===== src/rtl/song_sequencer.sv =====
// song_sequencer: walks one song's region of a song ROM, decodes note and
// advance entries, hands notes round-robin to NUM_VOICES voice slots and
// waits on beat strobes for advance entries. Supports pause, song switching
// and an optional loop-at-end mode.
module song_sequencer #(
  parameter int ADDR_WIDTH = 7,
  parameter int SONG_BITS  = 2,
  parameter int NUM_VOICES = 3,
  parameter int LOOP       = 0
) (
  input  logic                    clk,
  input  logic                    reset_n,
  input  logic                    play,
  input  logic [SONG_BITS-1:0]    song_sel,
  input  logic                    beat,
  output logic [ADDR_WIDTH-1:0]   rom_addr,
  input  logic [15:0]             rom_dout,
  output logic [6*NUM_VOICES-1:0] note_out,
  output logic [6*NUM_VOICES-1:0] dur_out,
  output logic [NUM_VOICES-1:0]   new_note,
  output logic                    song_done,
  output logic                    busy
);

  localparam int OFF_W = ADDR_WIDTH - SONG_BITS;
  localparam int PTR_W = (NUM_VOICES > 1) ? $clog2(NUM_VOICES) : 1;

  localparam logic [2:0] S_IDLE     = 3'd0;
  localparam logic [2:0] S_ADDR     = 3'd1;
  localparam logic [2:0] S_WAIT     = 3'd2;
  localparam logic [2:0] S_DECODE   = 3'd3;
  localparam logic [2:0] S_BEATWAIT = 3'd4;
  localparam logic [2:0] S_NEXT     = 3'd5;

  localparam logic [OFF_W-1:0] LAST_OFF = '1;
  localparam logic [PTR_W-1:0] LAST_PTR = PTR_W'(NUM_VOICES - 1);

  logic [2:0]           state;
  logic [SONG_BITS-1:0] song_reg;
  logic [OFF_W-1:0]     offset;
  logic [5:0]           beat_cnt;
  logic [PTR_W-1:0]     ptr;

  // Entry fields: bit 15 selects advance (1) or note (0); [14:9] is the note
  // number or beat count, [8:3] the note duration, [2:0] carries nothing.
  logic       entry_adv;
  logic [5:0] entry_val;
  logic [5:0] entry_dur;
  logic       unused_low_bits;

  assign entry_adv       = rom_dout[15];
  assign entry_val       = rom_dout[14:9];
  assign entry_dur       = rom_dout[8:3];
  assign unused_low_bits = ^rom_dout[2:0];

  // A new selection while running restarts the new song from offset 0; it
  // overrides everything the current state would otherwise do this cycle.
  logic song_change;
  assign song_change = play && (state != S_IDLE) && (song_sel != song_reg);

  assign busy = (state != S_IDLE);

  // Sequencer FSM, fetch address, voice outputs and one-cycle pulses.
  // While paused only ADDR and BEATWAIT stall: a fetch already issued drains
  // through WAIT/DECODE/NEXT so no entry is lost, and the next fetch waits.
  always_ff @(posedge clk or negedge reset_n) begin
    if (!reset_n) begin
      state     <= S_IDLE;
      song_reg  <= '0;
      offset    <= '0;
      beat_cnt  <= '0;
      ptr       <= '0;
      rom_addr  <= '0;
      note_out  <= '0;
      dur_out   <= '0;
      new_note  <= '0;
      song_done <= 1'b0;
    end else begin
      // NOTE: non-blocking assignments throughout; the pulse defaults below
      // are overridden later in the same block, last assignment wins.
      new_note  <= '0;
      song_done <= 1'b0;
      if (song_change) begin
        song_reg <= song_sel;
        offset   <= '0;
        beat_cnt <= '0;
        ptr      <= '0;
        state    <= S_ADDR;
      end else begin
        case (state)
          S_IDLE: begin
            if (play) begin
              song_reg <= song_sel;
              offset   <= '0;
              state    <= S_ADDR;
            end
          end
          S_ADDR: begin
            if (play) begin
              rom_addr <= {song_reg, offset};
              state    <= S_WAIT;
            end
          end
          S_WAIT: state <= S_DECODE;
          S_DECODE: begin
            if (!entry_adv) begin
              // Note 0 is a rest: it takes its slot in time but no voice.
              if (entry_val != 6'd0) begin
                note_out[6*ptr +: 6] <= entry_val;
                dur_out[6*ptr +: 6]  <= entry_dur;
                new_note[ptr]        <= 1'b1;
                ptr                  <= (ptr == LAST_PTR) ? '0 : ptr + 1'b1;
              end
              state <= S_NEXT;
            end else if (entry_val == 6'd0) begin
              state <= S_NEXT;
            end else begin
              beat_cnt <= entry_val;
              state    <= S_BEATWAIT;
            end
          end
          S_BEATWAIT: begin
            if (play && beat) begin
              beat_cnt <= beat_cnt - 6'd1;
              if (beat_cnt == 6'd1) state <= S_NEXT;
            end
          end
          S_NEXT: begin
            if (offset == LAST_OFF) begin
              song_done <= 1'b1;
              offset    <= '0;
              if (LOOP != 0) begin
                state <= S_ADDR;
              end else begin
                ptr   <= '0;
                state <= S_IDLE;
              end
            end else begin
              offset <= offset + 1'b1;
              state  <= S_ADDR;
            end
          end
          default: state <= S_IDLE;
        endcase
      end
    end
  end

endmodule

===== config.mk =====
export PLATFORM = sky130hd
export DESIGN_NAME = song_sequencer
export DESIGN_NICKNAME = d
export VERILOG_FILES = /design/src/rtl/song_sequencer.sv
export SDC_FILE = /design/constraint.sdc
export NUM_CORES = 1
export LEC_CHECK = 0
export BUFFER_PORTS_ARGS = -buffer_cell sky130_fd_sc_hd__buf_2
export CAP_MARGIN = 20
export CORE_ASPECT_RATIO = 1.1
export CORE_MARGIN = 2
export CORE_UTILIZATION = 39
export CTS_BUF_LIST = sky130_fd_sc_hd__clkbuf_2
export DETAILED_ROUTE_END_ITERATION = 12
export GPL_TIMING_DRIVEN = 0
export PLACE_DENSITY = 0.6
export SYNTH_ARGS = -nofsm -noshare
export SYNTH_HDL_FRONTEND = slang
export SYNTH_SLANG_ARGS = --single-unit

===== constraint.sdc =====
create_clock -name clk -period 4.5 [get_ports clk]
set_input_delay 1.35 -clock clk [delete_from_list [all_inputs] [get_ports clk]]
set_output_delay 1.35 -clock clk [all_outputs]
set_load 0.01 [all_outputs]

==> reports/summary.txt <==
Launching element type of the critical path: flip-flop
Cts hold-fix bufs: 0
Arrival time worst endpoint: 1780 ps
Synth Register Bits: 65
Crit. Startpoint: state[1]
Library cells used by synthesis: 52
Per-instance average area after synthesis: 10.2 um2
Total Power Consumption: 1.73 mW
Number of buffers inserted during clock tree synthesis: 9
Worst setup path end: busy
Number of nets with antenna violations after detailed routing: 0
Routed len/inst: 15.6 um
Setup TNS: 0 ps
Top fanout value on the critical path: 10
Ratio of cells with drive above 1 in the final layout: 29.5%
TritonCTS clock tree: yes
Final-stage net count: 429
Setup fix buffers added after clock tree synthesis: 0
Via count of the first global-routing pass: 2,689
Fmax: 319 MHz
Number of max-slew violations in the final report: 0
Number of flops mapped to enable cells by yosys: 0
Syn Std Cell Area: 3270 um2
Largest net degree at the start of global routing: 66
Type of the setup path with the least slack: reg2out
Vias per Instance: 5.29
Largest registers in the final layout: dur_out (18), note_out (18), rom_addr (7)
Net count of the mapped netlist: 352
Die height: 100 um
RD Place Congestion: 0.845
R2R depth: 7
Clock period minus final worst setup slack: 3130 ps
Clock sink total: 65
Area enclosed by the die boundary: 9130 um2
Fill cells: 842
Antenna violations before repair: 0
Area grow syn2layout: 19.2%
Proportion of synthesized chip area in sequential cells: 49.8%
Worst setup EP type: output pin
Leakage power summed over all cells: 1.88 nW
Setup Skew: 22.9 ps
Maximum Capacitance Violations: 0
Drt total wl: 8.01 mm
GRT Resource Usage Total: 18.4%
DR pass1 iterations: 4
Overflow after GRT: 0
Cell count after placement: 498
Slew HR: 33.8%
Post-synth top flop: dfrtp_1
Final hold violation count: 0
Outcome: complete, no violations
Data required time at the worst endpoint: 3150 ps
Die Width: 91.3 um
Measured slew at the worst slew-check pin: 992 ps
Max VDD drop: 0.174 mV
Buffers added on ports: 66
Global-route wire length before repair: 13.2 mm
Starting utilization of the core area: 39.5%
Root buffer cell: clkbuf_2
Power density normalized to cell area: 444 nW/um2
Starting DRC count in detailed routing: 74
Clock latency reported for the late side of the worst-skew pair: 520 ps
Ports: 70
# H-tree levels: 3
Number of setup violations in the final report: 0
Setup slack after placement: 1490 ps
Floorplan Core Area: 8280 um2
Resized cells post-CTS: 0
Number of diodes: 0
FFs w/ async S/R, synth: 100%
Clock transition at the register clock pins on the worst setup and hold paths after CTS: 190 ps
Hold Path Class: reg2reg
Final worst hold slack: 499 ps
FP Rows: 35
Origin of the critical flop-to-flop path: ptr[0]
Fraction of the cycle the final worst path needs: 69.6%
R2r endpoint: note_out[0]
Ys Warns: 0
Post-detail-place hpwl: 5.73 mm
Worst reg2reg setup slack: 1510 ps
Remaining design rule violation count: 0
RSZ-0062 raised after global routing: no
Post-route worst setup slack: 1370 ps
Buffer levels on the longest clock path: 2
Synthesized netlist cell count: 321
Count of vias placed by the detailed router: 2,720
Final non-filler cell total: 514
==> where the power goes <==
group	switching (mW)	internal (mW)	total, mW
registers	0.0621	0.667	0.729
logic	0.316	0.218	0.534
clock network	0.226	0.239	0.465
==> metal layers <==
| metal | routed length (um) | up-vias | global-route usage, % |
|---|---|---|---|
| li1 | - | 1306 | - |
| met1 | 3670 | 1327 | 23.2 |
| met2 | 3830 | 69 | 30.5 |
| met3 | 355 | 18 | 4.20 |
| met4 | 156 | 0 | 7.81 |
| met5 | 0 | - | 0 |
==> area by class of cell <==
class                      count  area (um2)  share of cell area [%]
tap                          111         139                    3.57
clock inverter                 6         106                    2.73
multi-input combinational    228        1520                    39.0
sequential                    65        1630                    41.8
inverter                       9        33.8                   0.867
timing repair buffer          66         333                    8.54
clock buffer                  10        50.0                    1.28
buffer                        19        87.6                    2.25
==> cells by family after synthesis <==
| kind of cell | synth area share, % |
|---|---|
| AOI/OAI and AO/OA | 18.9 |
| buffers and inverters | 3.71 |
| adders and majority gates | 3.45 |
| muxes | 6.09 |
| DFF | 49.8 |
| and+or+nand+nor | 16.4 |
| xor gates and xnor gates | 1.61 |
==> layout by cell type, fill, tap and decap left out, types with 3 or more instances in the layout <==
| cell | n |
|---|---|
| nand3b_1 | 3 |
| o41ai_1 | 7 |
| a31oi_1 | 4 |
| nor2_1 | 13 |
| mux2i_1 | 6 |
| o21ai_0 | 24 |
| o31ai_1 | 7 |
| a32o_1 | 3 |
| buf_2 | 74 |
| nand3_1 | 15 |
| ha_1 | 9 |
| bufinv_16 | 3 |
| a21oi_1 | 12 |
| clkbuf_2 | 11 |
| nand2b_1 | 3 |
| nand2_1 | 52 |
| inv_1 | 9 |
| o211ai_1 | 3 |
| mux2_2 | 11 |
| nand3_2 | 3 |
| dfrtp_1 | 65 |
| xnor2_1 | 5 |
| nor3_1 | 3 |
| a22o_1 | 5 |
| o31ai_2 | 5 |
| clkbuf_1 | 8 |
| a22oi_1 | 5 |
==> cells in the mapped netlist, types with 2 or more instances <==
cell type  count  area [um2]
a211oi_1       2        15.0
a21boi_0       2        15.0
a21oi_1       12        60.1
a22o_1         5        43.8
a22oi_1        5        37.5
a31oi_1        4        25.0
a32o_1         3        30.0
and2_1         2        12.5
buf_2          9        45.0
clkbuf_1       8        30.0
dfrtp_1       65        1630
ha_1           9         113
inv_1          9        33.8
mux2_2        11         124
mux2i_1        6        60.1
nand2_1       52         195
nand2b_1       3        18.8
nand3_1       15        75.1
nand3_2        3        30.0
nand3b_1       3        22.5
nor2_1        13        48.8
nor3_1         3        15.0
o211ai_1       3        22.5
o21ai_0       24         120
o31ai_1        7        52.6
o31ai_2        5        62.6
o41ai_1        7        61.3
or3_1          2        12.5
or4b_2         2        20.0
xnor2_1        5        43.8
==> worst min path at each step <==
stage / startpoint / to / slack, ps / cells after the start
after CTS: dur_out[16] / dur_out[16] / 500 / 2
after floorplan: offset[2] / offset[2] / 480 / 1
after global placement: note_out[9] / note_out[9] / 460 / 2
after global routing: dur_out[16] / dur_out[16] / 520 / 2
after detailed placement: dur_out[15] / dur_out[15] / 460 / 2
final: note_out[9] / note_out[9] / 500 / 2
==> metrics by stage <==
stage          util [%]  instance area (um2)
3_5_place_dp       45.2                 3740
4_1_cts            47.1                 3890
3_3_place_gp       45.1                 3740
5_1_grt            47.1                 3890
6_report           47.1                 3890
2_1_floorplan         -                 3270
==> critical path: stages, from the launching register on <==
cell,delay [ps]
dfrtp_1,400
buf_2,180
or3_1,350
clkbuf_1,170
buf_2,170
Note: power is estimated with default switching activity, not from simulation.
